### config.mk
export PLATFORM = sky130hd
export DESIGN_NAME = regfile_writeback_sink
export DESIGN_NICKNAME = d
export VERILOG_FILES = /design/src/rtl/regfile_writeback_sink.sv
export SDC_FILE = /design/constraint.sdc
export NUM_CORES = 1
export LEC_CHECK = 0
export ABC_AREA = 1
export BUFFER_PORTS_ARGS = -buffer_cell sky130_fd_sc_hd__buf_2
export CORE_UTILIZATION = 35
export DETAILED_ROUTE_END_ITERATION = 12
export GPL_ROUTABILITY_DRIVEN = 0
export GPL_TIMING_DRIVEN = 0
export PLACE_DENSITY = 0.48
export SKIP_CTS_REPAIR_TIMING = 1
export SLEW_MARGIN = 20
export SYNTH_ARGS = -nofsm -noshare
export SYNTH_HDL_FRONTEND = slang
export SYNTH_SLANG_ARGS = --single-unit
export TNS_END_PERCENT = 30
### constraint.sdc
create_clock -name clk -period 10.8 [get_ports clk]
set_input_delay 2.16 -clock clk [delete_from_list [all_inputs] [get_ports clk]]
set_output_delay 2.16 -clock clk [all_outputs]
set_load 0.02 [all_outputs]
### src/rtl/regfile_writeback_sink.sv
// Writeback-terminating register file: 16 x DATA_W storage, two bypassed read
// ports, and a pending-write scoreboard driving the decode hazard signal.
module regfile_writeback_sink #(
    parameter int DATA_W = 24,
    parameter int ADDR_W = 4
) (
    input  logic                  clk,
    input  logic                  rst,
    input  logic                  writeback_enable,
    input  logic [ADDR_W-1:0]     writeback_dest,
    input  logic [DATA_W-1:0]     writeback_data,
    input  logic [ADDR_W-1:0]     rs1_addr,
    input  logic [ADDR_W-1:0]     rs2_addr,
    output logic [DATA_W-1:0]     rs1_data,
    output logic [DATA_W-1:0]     rs2_data,
    input  logic                  issue_valid,
    input  logic                  issue_writes,
    input  logic [ADDR_W-1:0]     issue_dest,
    output logic                  hazard,
    output logic [2**ADDR_W-1:0]  pending_mask,
    output logic [ADDR_W:0]       pending_count
);

    localparam int unsigned NREGS = 2**ADDR_W;

    logic [DATA_W-1:0] regs [NREGS];
    logic [NREGS-1:0]  pend_next;
    logic [ADDR_W:0]   count_next;
    logic              wb_live;
    logic              src1_haz;
    logic              src2_haz;

    assign wb_live = writeback_enable && (writeback_dest != '0);

    always_ff @(posedge clk) begin
        if (rst) begin
            for (int unsigned i = 0; i < NREGS; i++) begin
                regs[i] <= '0;
            end
        end else if (wb_live) begin
            regs[writeback_dest] <= writeback_data;
        end
    end

    // A new producer issued in the same cycle as the old one retires keeps the bit set.
    always_comb begin
        pend_next  = '0;
        count_next = '0;
        for (int unsigned i = 1; i < NREGS; i++) begin
            if (issue_valid && issue_writes && (issue_dest == ADDR_W'(i))) begin
                pend_next[i] = 1'b1;
            end else if (writeback_enable && (writeback_dest == ADDR_W'(i))) begin
                pend_next[i] = 1'b0;
            end else begin
                pend_next[i] = pending_mask[i];
            end
            count_next = count_next + {{ADDR_W{1'b0}}, pend_next[i]};
        end
    end

    always_ff @(posedge clk) begin
        if (rst) begin
            pending_mask  <= '0;
            pending_count <= '0;
        end else begin
            pending_mask  <= pend_next;
            pending_count <= count_next;
        end
    end

    always_comb begin
        rs1_data = '0;
        if (rs1_addr != '0) begin
            if (writeback_enable && (writeback_dest == rs1_addr)) begin
                rs1_data = writeback_data;
            end else begin
                rs1_data = regs[rs1_addr];
            end
        end
    end

    always_comb begin
        rs2_data = '0;
        if (rs2_addr != '0) begin
            if (writeback_enable && (writeback_dest == rs2_addr)) begin
                rs2_data = writeback_data;
            end else begin
                rs2_data = regs[rs2_addr];
            end
        end
    end

    // A writeback landing this cycle resolves the hazard for its register.
    assign src1_haz = (rs1_addr != '0) && pending_mask[rs1_addr]
                      && !(writeback_enable && (writeback_dest == rs1_addr));
    assign src2_haz = (rs2_addr != '0) && pending_mask[rs2_addr]
                      && !(writeback_enable && (writeback_dest == rs2_addr));
    assign hazard   = src1_haz || src2_haz;

endmodule

---- Word level (Yosys, flattened, before mapping) ----
Memory sizes are Yosys's and may differ from the RTL's.
Index checks and enable logic that the tools add are counted.
cells by class
  equality and inequality tests ........... 32
  order comparisons ....................... 2
  reductions and logical operators ........ 45
  add/subtract/negate cells ............... 14
  multiplexer cells ....................... 46
operator list
  kind                                                                   count
  24-bit 2-to-1 mux                                                      5
  4-bit == test (second input constant)                                  16
  5-bit by 1-bit adder with 5-bit output                                 10
  1-bit logical AND                                                      38
  1-bit 2-to-1 mux                                                       38
  4-bit by 3-bit == test with 1-bit output (second input constant)       8
  24-bit OR reduction                                                    1
  4-bit by 2-bit == test with 1-bit output (second input constant)       4
  4-bit nonzero test                                                     3
  4-bit by 5-bit < comparator with 1-bit output (second input constant)  2
  1-bit binary-select mux with 4-bit select                              2
  4-bit by 1-bit == test with 1-bit output (second input constant)       2
  4-bit == test                                                          2
  4-bit by 1-bit adder with 5-bit output                                 1
  3-bit by 1-bit adder with 4-bit output                                 1
  4-bit 2-to-1 mux                                                       1
  2-bit by 1-bit adder with 3-bit output                                 1
  1-bit by 1-bit adder with 2-bit output                                 1
  1-bit logical NOT                                                      2
  1-bit logical OR                                                       1
storage, ports and cells
  memories kept ........................... 1
  bits in registers ....................... 21
  bits of input ports ..................... 45
  bits in writable memories ............... 384
memory list
  memory  depth  bits a word  read ports  clocked after Yosys merged registers in  write ports  RTL line  text
  regs    16     24           2           0                                        16           26        logic [DATA_W-1:0] regs [NREGS];

---- Depth between registers and ports, before layout ----
  depth in word-level cells ............... 18
  depth in mapped cells ................... 19
  gate-level depth less buffers ........... 19

---- Least setup slack after synthesis ----
Ideal clock, no wire load.
  path type ............................... in2reg
  start ................................... input writeback_dest[3]
  end ..................................... register pending_count[1]
  cell stages on the path ................. 15
  setup slack ............................. 4.686 ns
  data arrival time ....................... 6.047 ns
  library setup time ...................... 0.066 ns
  cell sequence ........................... inv_1 > nor2_1 > nand2_1 > o21ai_0 > nand2_1 > fa_1 > fa_1 > fa_1 > inv_1 > fa_1 > inv_1 > fa_1 > inv_1 > fa_1 > nor2_1
on the way
  elaborated cells on any way between the ends .. 74
  classes of those cells .................. 14 x add/sub; 15 x eq/ne; 30 x mux; 15 x reduce/logical
RTL lines
  element                                              RTL line  text
  start, declared                                      10        input logic [ADDR_W-1:0] writeback_dest,
  4-bit == test                                        52        end else if (writeback_enable && (writeback_dest == ADDR_W'(i))) begin
  1-bit logical AND                                    52
  1-bit 2-to-1 mux                                     52
  1-bit 2-to-1 mux                                     50        if (issue_valid && issue_writes && (issue_dest == ADDR_W'(i))) begin
  via pend_next[8]                                     27        logic [NREGS-1:0] pend_next;
  5-bit by 1-bit adder with 5-bit output (8 in a row)  57        count_next = count_next + {{ADDR_W{1'b0}}, pend_next[i]};
  end signal, assigned                                 67        pending_count <= count_next;
  end, declared                                        21        output logic [ADDR_W:0] pending_count
The timed path passes the listed nets, and every way through them passes these cells.
A chain may end at the register's enable or synchronous reset.

---- Final worst setup path ----
  start ................................... input rs1_addr[0]
  end ..................................... output rs1_data[18]
on the way
  longest elaborated chain between the ends .. 4
  elaborated cells on any way between the ends .. 6
  classes of those cells .................. 1 x eq/ne; 2 x mux; 2 x reduce/logical; 1 x memory
RTL lines
  element                                                          RTL line  text
  start, declared                                                  12        input logic [ADDR_W-1:0] rs1_addr,
  branches (longest 3 deep; another with memory read 16 x 24 bit)  n/a
  24-bit 2-to-1 mux (*)                                            73        if (rs1_addr != '0) begin
  end, declared                                                    14        output logic [DATA_W-1:0] rs1_data,
Mark *: on every way between the ends.

==> out/results.ini <==
[status]
status = completed

[yosys]
synthArstFlopShare_pct = 0
ys_ff_latch = 403
synth_edf_count = 384
yosysTopAreaCell = edfxtp_1
synth_top_area_share_pct = 48.5
synthFlopType = edfxtp_1
netlist_area_mm2 = 0.0238
syn_avg_cell_area_um2 = 7.23
yosys.cell_count.top_type = nand2_1
synth_top_cells_by_count = nand2_1 (1317), nor2_1 (586), edfxtp_1 (384)
yosysSeqAreaShare_pct = 50.1
ys_top_cells_by_area = edfxtp_1 (48%), nand2_1 (21%), nor2_1 (9.2%)
syn_inst = 3292
ys_types = 30
yosysWarnings = 0

[global_route]
met1_usage_pct = 39.1
busiest_layer = met2
globalRouteMet3Util_pct = 5.03
grtUsageTotal_pct = 29.9
grt_max_degree = 25
grt_pass1_wl_um = 150000
gr-usage-met2_pct = 49.0
gr-total-overflow = 0
antenna_found_initial = 4
grt_pass1_vias = 22400

[cts]
cts_tree = yes
h-tree-depth = 2
cts.sinks = 403
numCtsBuffers = 49
path_clk_slew_ps = 60
clk_latency_ps = 600
cts_buffer_depth = 3
cts_root_buf = clkbuf_16

[timing]
finalSetupTns_ps = 0
worst_slew_pin_slew_ps = 1160
slew_viol_final = 0
finalSetupViolations = 0
max_freq_mhz = 128
final.period_utilization_pct = 72.4
rsz0062_at_grt = no
min_period_ps = 7820
slew_headroom_pct = 22.2
final_hold_viol_count = 0
fin_worst_skew_ps = 1.41

[floorplan]
initial_utilization_pct = 35.4
dieArea_mm2 = 0.0690
row_count = 95
core_area_mm2 = 0.0672
ios = 115
die_height_um = 263
die_x_um = 263

[pwr]
pwr_density_cell_mw_per_mm2 = 154
irDropWorstVdd_mv = 0.103
leakage_nw = 12.5

[routing]
drc = 0
wl_um = 105000
avgRoutedWirePerCell_um = 24.0
dr.first_iter.drc_count = 3206
vias = 23500
detail-route-antenna-nets = 0
firstDrtPassIters = 8
viasPerCell = 5.36

[setup_path]
cp-start-kind = input port
r2r_start = pending_mask[4]
arrival_ps = 5660
crit_required_ps = 8640
cp_slowest_cell = clkbuf_1
cpPeakStageDelay_ps = 910
r2r-end = pending_count[1]
rr_worst_depth = 14
criticalPathCategory = in -> out
crit_buf_inv = 5
rrSetupSlack_ps = 7040
cp_max_fo = 10
cpLargestDelayFamily = buffers and inverters
path_cells = buf_2, inv_1, clkbuf_1, clkbuf_1, nand2_1, nand2_1, nand2_1, nand3_1, nand2_1, nor2_1, nor2_1, nor2_1, buf_2
cpMostUsedCell = nand2_1
worst_setup_path_end_kind = output port

[hold_path]
holdPathStages = 2
min_path_type = reg -> reg
min_from = pending_mask[15]
hold-path-endpoint = pending_mask[15]

[layout]
final_nets = 3535
drive_gt1_share_pct = 7.26
final_area_mm2 = 0.0272
area_delta_synth_final_pct = 14.3
final_util_pct = 40.5
fillCellCount = 6949

[place]
postPlaceCellArea_mm2 = 0.0257
port_buffers = 105
dpl.hpwl_um = 76600

[job]
maxCapViolCount = 0

==> final cells by class <==
class | instances | area [um2] | area share, %
inverter | 244 | 916 | 3.37
clock inverter | 27 | 256 | 0.944
buffer | 223 | 900 | 3.31
sequential | 403 | 11900 | 43.8
clock buffer | 56 | 1270 | 4.68
antenna | 1 | 2.50 | 0.00921
multi-input combinational | 2447 | 10200 | 37.5
timing repair buffer | 110 | 641 | 2.36
tap | 873 | 1090 | 4.02
==> routing by layer <==
layer	wire (um)	share of wire, %
met5	0	0
met4	4260	4.1
met3	10000	9.5
met2	48500	46
met1	42300	40
==> sequential cells by signal, summed over array words and instances (netlist names) <==
register       flops
regs             384
pending_mask      15
pending_count      4
==> worst register-to-register path: cells and delay by family (launching register included) <==
kind	cells	cell delay, ps
adders and majority gates	6	2660
DFF	1	430
AOI/OAI and AO/OA	1	130
buffers and inverters	5	310
and+or+nand+nor	2	170
==> cell usage in the layout, fill, tap and decap left out, types with 15 or more instances in the layout <==
| master | netlist | layout |
|---|---|---|
| nor2_1 | 586 | 586 |
| edfxtp_1 | 384 | 384 |
| nand2_2 | 1 | 15 |
| nand3_1 | 317 | 317 |
| clkbuf_16 | 0 | 49 |
| nand2_1 | 1317 | 1303 |
| inv_1 | 239 | 239 |
| a21oi_1 | 62 | 62 |
| conb_1 | 1 | 26 |
| clkbuf_1 | 162 | 166 |
| buf_1 | 16 | 16 |
| o21ai_0 | 100 | 100 |
| dfxtp_1 | 19 | 19 |
| buf_2 | 43 | 148 |
==> power by group <==
| group | internal [mW] | switching [mW] | total, mW |
|---|---|---|---|
| combinational | 0.168 | 0.525 | 0.694 |
| clock | 0.953 | 0.694 | 1.65 |
| sequential | 1.80 | 0.0369 | 1.84 |
| total | 2.92 | 1.26 | 4.18 |
==> logic make-up after synthesis <==
family | Yosys count | share of synthesized area [%]
buffers and inverters | 467 | 7.63
adders and majority gates | 12 | 0.947
AOI/OAI and AO/OA | 167 | 3.61
and+or+nand+nor | 2239 | 37.6
other | 1 | 0.0158
DFF | 403 | 50.1
xor gates and xnor gates | 3 | 0.110
==> stage by stage <==
step	setup WS, ps	instances	total power [mW]	hold WS (ps)
finish	2980	4384	4.18	523
global route	3050	4384	4.30	559
CTS	3310	4383	4.17	524
detailed placement	3320	4300	2.54	515
global placement	3340	4295	2.53	527
floorplan	4690	3317	2.26	571
==> worst max-delay path by stage <==
stage | from | depth (start not counted) | endpoint | slack (ps)
final | rs1_addr[0] | 13 | rs1_data[18] | 2980
after global routing | rs1_addr[0] | 13 | rs1_data[19] | 3050
after CTS | rs1_addr[0] | 13 | rs1_data[18] | 3310
after detailed placement | rs1_addr[0] | 13 | rs1_data[18] | 3320
after global placement | rs1_addr[0] | 13 | rs1_data[18] | 3340
after floorplan | writeback_dest[3] | 15 | pending_count[1] | 4690
(Power assumes the default switching activity.)
